<file path="src/rtl/alu_pkg.sv">
// rtl/alu_pkg.sv - ALU op codes, legal-code check and arbiter FSM state encoding.
package alu_pkg;

    localparam logic [3:0] ALU_AND = 4'b0000;
    localparam logic [3:0] ALU_OR  = 4'b0001;
    localparam logic [3:0] ALU_ADD = 4'b0010;
    localparam logic [3:0] ALU_SUB = 4'b0110;
    localparam logic [3:0] ALU_SLT = 4'b0111;

    typedef enum logic [1:0] {
        ST_IDLE = 2'd0,
        ST_EXEC = 2'd1,
        ST_RESP = 2'd2
    } state_t;

    function automatic logic is_legal(input logic [3:0] code);
        return (code == ALU_AND) || (code == ALU_OR) || (code == ALU_ADD) ||
               (code == ALU_SUB) || (code == ALU_SLT);
    endfunction

endpackage

</file>
<file path="src/rtl/rr_arb2.sv">
// rtl/rr_arb2.sv - two-way grant select; round-robin by default, fixed priority
// to requester 0 when ALU_ARB_FIXED_PRIO_EN is defined.
module rr_arb2 (
    input  logic       clk,
    input  logic       rst,
    input  logic [1:0] req,
    input  logic       take,
    output logic       gnt_id
);

`ifdef ALU_ARB_FIXED_PRIO_EN
    assign gnt_id = ~req[0];
`else
    logic last_id;

    // last_id resets to 1 so requester 0 wins the first tie
    always_ff @(posedge clk or posedge rst) begin
        if (rst)
            last_id <= 1'b1;
        else if (take)
            last_id <= gnt_id;
    end

    always_comb begin
        gnt_id = ~req[0];
        if (req == 2'b11)
            gnt_id = ~last_id;
    end
`endif

endmodule

</file>
<file path="src/rtl/alu_arbiter.sv">
// rtl/alu_arbiter.sv - shares one combinational ALU between two requesters with
// registered operands and tagged responses; ALU_ARB_FIXED_PRIO_EN selects fixed priority.
module alu_arbiter
    import alu_pkg::*;
#(
    parameter int DW = 32,
    parameter int CW = 4
) (
    input  logic          clk_i,
    input  logic          rst_i,
    input  logic          req0_valid_i,
    output logic          req0_ready_o,
    input  logic [CW-1:0] req0_ctrl_i,
    input  logic [DW-1:0] req0_src1_i,
    input  logic [DW-1:0] req0_src2_i,
    input  logic          req1_valid_i,
    output logic          req1_ready_o,
    input  logic [CW-1:0] req1_ctrl_i,
    input  logic [DW-1:0] req1_src1_i,
    input  logic [DW-1:0] req1_src2_i,
    output logic [DW-1:0] alu_src1_o,
    output logic [DW-1:0] alu_src2_o,
    output logic [CW-1:0] alu_ctrl_o,
    input  logic [DW-1:0] alu_result_i,
    input  logic          alu_zero_i,
    output logic          rsp_valid_o,
    input  logic          rsp_ready_i,
    output logic          rsp_id_o,
    output logic [DW-1:0] rsp_result_o,
    output logic          rsp_zero_o,
    output logic          rsp_err_o,
    output logic          busy_o
);

    state_t        state, state_nxt;
    logic [CW-1:0] op_ctrl;
    logic [DW-1:0] op_src1, op_src2;
    logic          op_id;
    logic          op_legal;
    logic          grant_win, grant_en, gnt_id;

    rr_arb2 u_arb (
        .clk    (clk_i),
        .rst    (rst_i),
        .req    ({req1_valid_i, req0_valid_i}),
        .take   (grant_en),
        .gnt_id (gnt_id)
    );

    assign op_legal = is_legal(4'(op_ctrl));

    always_comb begin
        state_nxt = state;
        grant_win = (state == ST_IDLE) || ((state == ST_RESP) && rsp_ready_i);
        grant_en  = grant_win && (req0_valid_i || req1_valid_i);
        case (state)
            ST_IDLE: if (grant_en) state_nxt = ST_EXEC;
            ST_EXEC: state_nxt = ST_RESP;
            ST_RESP: if (rsp_ready_i) state_nxt = grant_en ? ST_EXEC : ST_IDLE;
            default: state_nxt = ST_IDLE;
        endcase
    end

    assign req0_ready_o = grant_en && !gnt_id;
    assign req1_ready_o = grant_en &&  gnt_id;

    // Outside EXEC, and for illegal codes, the ALU sees a harmless ADD
    assign alu_ctrl_o  = ((state == ST_EXEC) && op_legal) ? op_ctrl : CW'(ALU_ADD);
    assign alu_src1_o  = op_src1;
    assign alu_src2_o  = op_src2;
    assign rsp_valid_o = (state == ST_RESP);
    assign busy_o      = (state != ST_IDLE);

    always_ff @(posedge clk_i or posedge rst_i) begin
        if (rst_i)
            state <= ST_IDLE;
        else
            state <= state_nxt;
    end

    always_ff @(posedge clk_i or posedge rst_i) begin
        if (rst_i) begin
            op_ctrl <= '0;
            op_src1 <= '0;
            op_src2 <= '0;
            op_id   <= 1'b0;
        end else if (grant_en) begin
            op_ctrl <= gnt_id ? req1_ctrl_i : req0_ctrl_i;
            op_src1 <= gnt_id ? req1_src1_i : req0_src1_i;
            op_src2 <= gnt_id ? req1_src2_i : req0_src2_i;
            op_id   <= gnt_id;
        end
    end

    always_ff @(posedge clk_i or posedge rst_i) begin
        if (rst_i) begin
            rsp_result_o <= '0;
            rsp_zero_o   <= 1'b0;
            rsp_err_o    <= 1'b0;
            rsp_id_o     <= 1'b0;
        end else if (state == ST_EXEC) begin
            rsp_result_o <= op_legal ? alu_result_i : '0;
            rsp_zero_o   <= op_legal ? alu_zero_i : 1'b1;
            rsp_err_o    <= !op_legal;
            rsp_id_o     <= op_id;
        end
    end

endmodule

</file>
<file path="config.mk">
export PLATFORM = sky130hd
export DESIGN_NAME = alu_arbiter
export DESIGN_NICKNAME = d
export VERILOG_FILES = /design/src/rtl/alu_pkg.sv /design/src/rtl/rr_arb2.sv /design/src/rtl/alu_arbiter.sv
export SDC_FILE = /design/constraint.sdc
export NUM_CORES = 1
export LEC_CHECK = 0
export CAP_MARGIN = 20
export CORE_AREA = 2 2 112 114
export CTS_CLUSTER_DIAMETER = 40
export DETAILED_ROUTE_END_ITERATION = 7
export DIE_AREA = 0 0 114 116
export GPL_TIMING_DRIVEN = 1
export PLACE_DENSITY_LB_ADDON = 0.12
export REMOVE_ABC_BUFFERS = 1
export SYNTH_ARGS = -nofsm -noshare
export SYNTH_HDL_FRONTEND = slang
export SYNTH_SLANG_ARGS = --single-unit
</file>
<file path="constraint.sdc">
create_clock -name clk_i -period 6.9 [get_ports clk_i]
set_input_delay 1.725 -clock clk_i [delete_from_list [all_inputs] [get_ports clk_i]]
set_output_delay 1.725 -clock clk_i [all_outputs]
set_load 0.03 [all_outputs]
</file>
==> run_results.csv <==
group,metric,value,unit
logic_synthesis,ys_ff_latch,107,
logic_synthesis,synth_cells,352,
worst_setup_path,end_kind,"primary output",
timing,max_freq,191,MHz
cts,post_cts_buffers,0,
grt,grt_busiest_layer,"met2",
worst_setup_path,reg2reg_depth,4,
logic_synthesis,synth_commonest_cells,"106 x dfrtp_1, 68 x a221o_1, 68 x o31a_1",
logic_synthesis,synth-seq-area-share,0.566,
cts,worstSkewPairLatency,350,ps
placed_design,gp_congestion,0.784,
logic_synthesis,synth_ff_type,"dfrtp_1",
grt,grt_max_degree,74,
timing,worstMarginPinSlew,873,ps
worst_setup_path,crit_required,5180,ps
placed_design,dp_hpwl,11000,um
timing,timing.final.ws_setup,1660,ps
logic_synthesis,ys_top_cells_by_area,"dfrtp_1 56%, a221o_1 14%, o31a_1 13%, a22o_1 5.9%, buf_6 2.6%",
cells_and_area,utilization,0.655,
placed_design,portBuffers,279,
cts,tritoncts,"done",
cells_and_area,nets,780,
logic_synthesis,postSynthAreaPerCell,13.5,um^2
timing,hold_slack,506,ps
timing,fin_crit,5240,ps
run_status,status,"complete, no violations",
worst_setup_path,startpoint,"req1_valid_i",
worst_setup_path,worst_setup_path_start_kind,"input port",
cts,cts_sinks,107,
worst_setup_path,cp_data_arrival_time,3510,ps
logic_synthesis,yosys.area_share.xor_xnor,0,
cts,clk_pin_slew,70,ps
grt,first_global_vias,4504,
cells_and_area,fillCellCount,975,
routing,viasPerCell,5.78,
cts,cts_resized,0,
logic_synthesis,synth-edff-count,0,
logic_synthesis,synth_adder_area_share,0,
power,p_leak,3.18,nW
timing,setup_viol_count_final,0,
routing,postRouteAntennaNets,0,
grt,grt_usage,0.243,
worst_setup_path,crit_end,"req1_ready_o",
cells_and_area,syn2layout_area_growth,64.9,%
timing,clock_skew,8.85,ps
logic_synthesis,yosysTopAreaCellShare,0.560,
routing,wire_per_inst,21.5,um
floorplanning,dieArea,13200,um^2
cts,cts_buffers,9,
timing,hold_viol,0,
floorplanning,start_util,0.397,
worst_setup_path,worstSetupPathType,"in -> out",
timing,fin_crit_sh,0.759,
grt,met1_usage,0.301,
placed_design,place_ws,1670,ps
cells_and_area,layout-drive-gt1-share,0.0556,
worst_setup_path,reg2reg_setup_slack,4560,ps
logic_synthesis,post-synth-top-count-cell,"dfrtp_1",
floorplanning,ios,281,
routing,drc,0,
floorplanning,rows,40,
routing,drt-initial-drc-count,293,
grt,grt_pass1_wl,24800,um
timing,rsz0062_at_grt,"false",
power,p_per_area,474,nW/um^2
logic_synthesis,synth_warnings,0,
logic_synthesis,yosys.area_share.simple,0.0151,
cts,cts-root-buf,"clkbuf_16",
grt,grt-ovfl-total,0,
run,drv_cap,0,
routing,vias,4378,
cts,hold_buffers,0,
grt,antenna_found_initial,0,
timing,slew_headroom,0.418,
cells_and_area,final_cells,758,
cts,htreeDepth,3,
power,ir_worst_vdd,222,uV
cts,clockBufferDepth,2,
floorplanning,die_x,114,um
logic_synthesis,synth_top_family_by_area,"compound AO/OA/AOI/OAI gates",
logic_synthesis,syn_area,4730,um^2
min_path,hold_path_class,"reg -> reg",
worst_setup_path,worst_r2r_endpoint,"alu_src1_o[11]",
logic_synthesis,synth_top_area_cell,"dfrtp_1",
logic_synthesis,synth_cell_type_count,23,
routing,dr.pass1.iters,4,
logic_synthesis,synth-compound-area-share,0.353,
grt,grtUsageMet3,0.0748,
timing,tns,0,ps
routing,wirelength,16300,um
cells_and_area,n_antenna_cell,0,
logic_synthesis,async_reset_ff_frac,1.00,
logic_synthesis,muxShareOfSynthArea,0,
floorplanning,core-area,11900,um^2
grt,grt_use_met2,0.394,
worst_setup_path,path_max_fanout,3,
floorplanning,die_h,116,um
timing,slew_viol_final,0,
placed_design,dpl.cell_count,741,
worst_setup_path,regToRegStartpoint,"state[0]",
[cell families (layout without fill, tap and decap cells)]
kind of cell / after synthesis / count (layout)
buffers and inverters: 56 / 315
AND/OR/NAND/NOR: 11 / 11
flip-flops: 107 / 107
AO/OA/AOI/OAI: 177 / 177
other: 1 / 1
[final cells by class]
type / instances / area [um^2] / area share
multi-input cells: 189 / 1750 / 0.225
repair buffers: 288 / 2860 / 0.367
clock inverters: 6 / 41.3 / 0.00529
well taps: 147 / 184 / 0.0236
flip-flops and latches: 107 / 2680 / 0.343
clock buffers: 10 / 239 / 0.0306
inverters: 11 / 43.8 / 0.00561
[layout by cell type, fill, tap and decap left out, drive strengths merged, types with 2 or more instances in the layout]
master	count
o31a	68
clkbuf	10
nand2	2
buf	9
and2	2
o21ai	2
a221o	68
a2111oi	3
clkdlybuf4s50	279
nand2b	2
inv	11
clkinv	3
dfrtp	106
clkinvlp	3
a21oi	3
a22o	32
[registers in the layout, summed over array words and instances (netlist names)]
name and cells:
alu_src2_o 32, rsp_zero_o 1, op_ctrl 4, alu_src1_o 32, u_arb.last_id 1, op_id 1, rsp_err_o 1, rsp_id_o 1
state 2, rsp_result_o 32
[layer usage]
metal  vias to the layer above  part of all wire
li1                       1944                 -
met1                      2165              0.40
met2                       239              0.48
met3                        30             0.096
met4                         0             0.029
met5                         -                 0
[power breakdown]
part	total, W	switching, W	internal (W)
sequential	0.00110	0.000174	0.000931
combinational	0.00210	0.00114	0.000957
clock	0.000491	0.000237	0.000254
total	0.00370	0.00155	0.00214
[worst min-delay path by stage]
stage                          start          endpoint  slack [ps]  cells past startpoint
detailed placement   rsp_result_o[1]   rsp_result_o[1]         490                      1
finish              rsp_result_o[28]  rsp_result_o[28]         510                      1
global placement     rsp_result_o[1]   rsp_result_o[1]         490                      1
global route        rsp_result_o[27]  rsp_result_o[27]         520                      1
CTS                 rsp_result_o[20]  rsp_result_o[20]         510                      1
floorplan                      op_id             op_id         480                      2
[critical path: stages]
cell and delay (ps):
clkdlybuf4s50_1 600, inv_1 120, a2111oi_4 250, clkdlybuf4s50_1 820
[stage by stage]
stage | power, W | cell area [um^2]
final | 0.00370 | 7810
after global placement | 0.00318 | 7510
after floorplan | 0.00230 | 4470
after global routing | 0.00388 | 7810
after detailed placement | 0.00321 | 7510
after CTS | 0.00371 | 7790
Note: power is estimated with default switching activity, not from simulation.
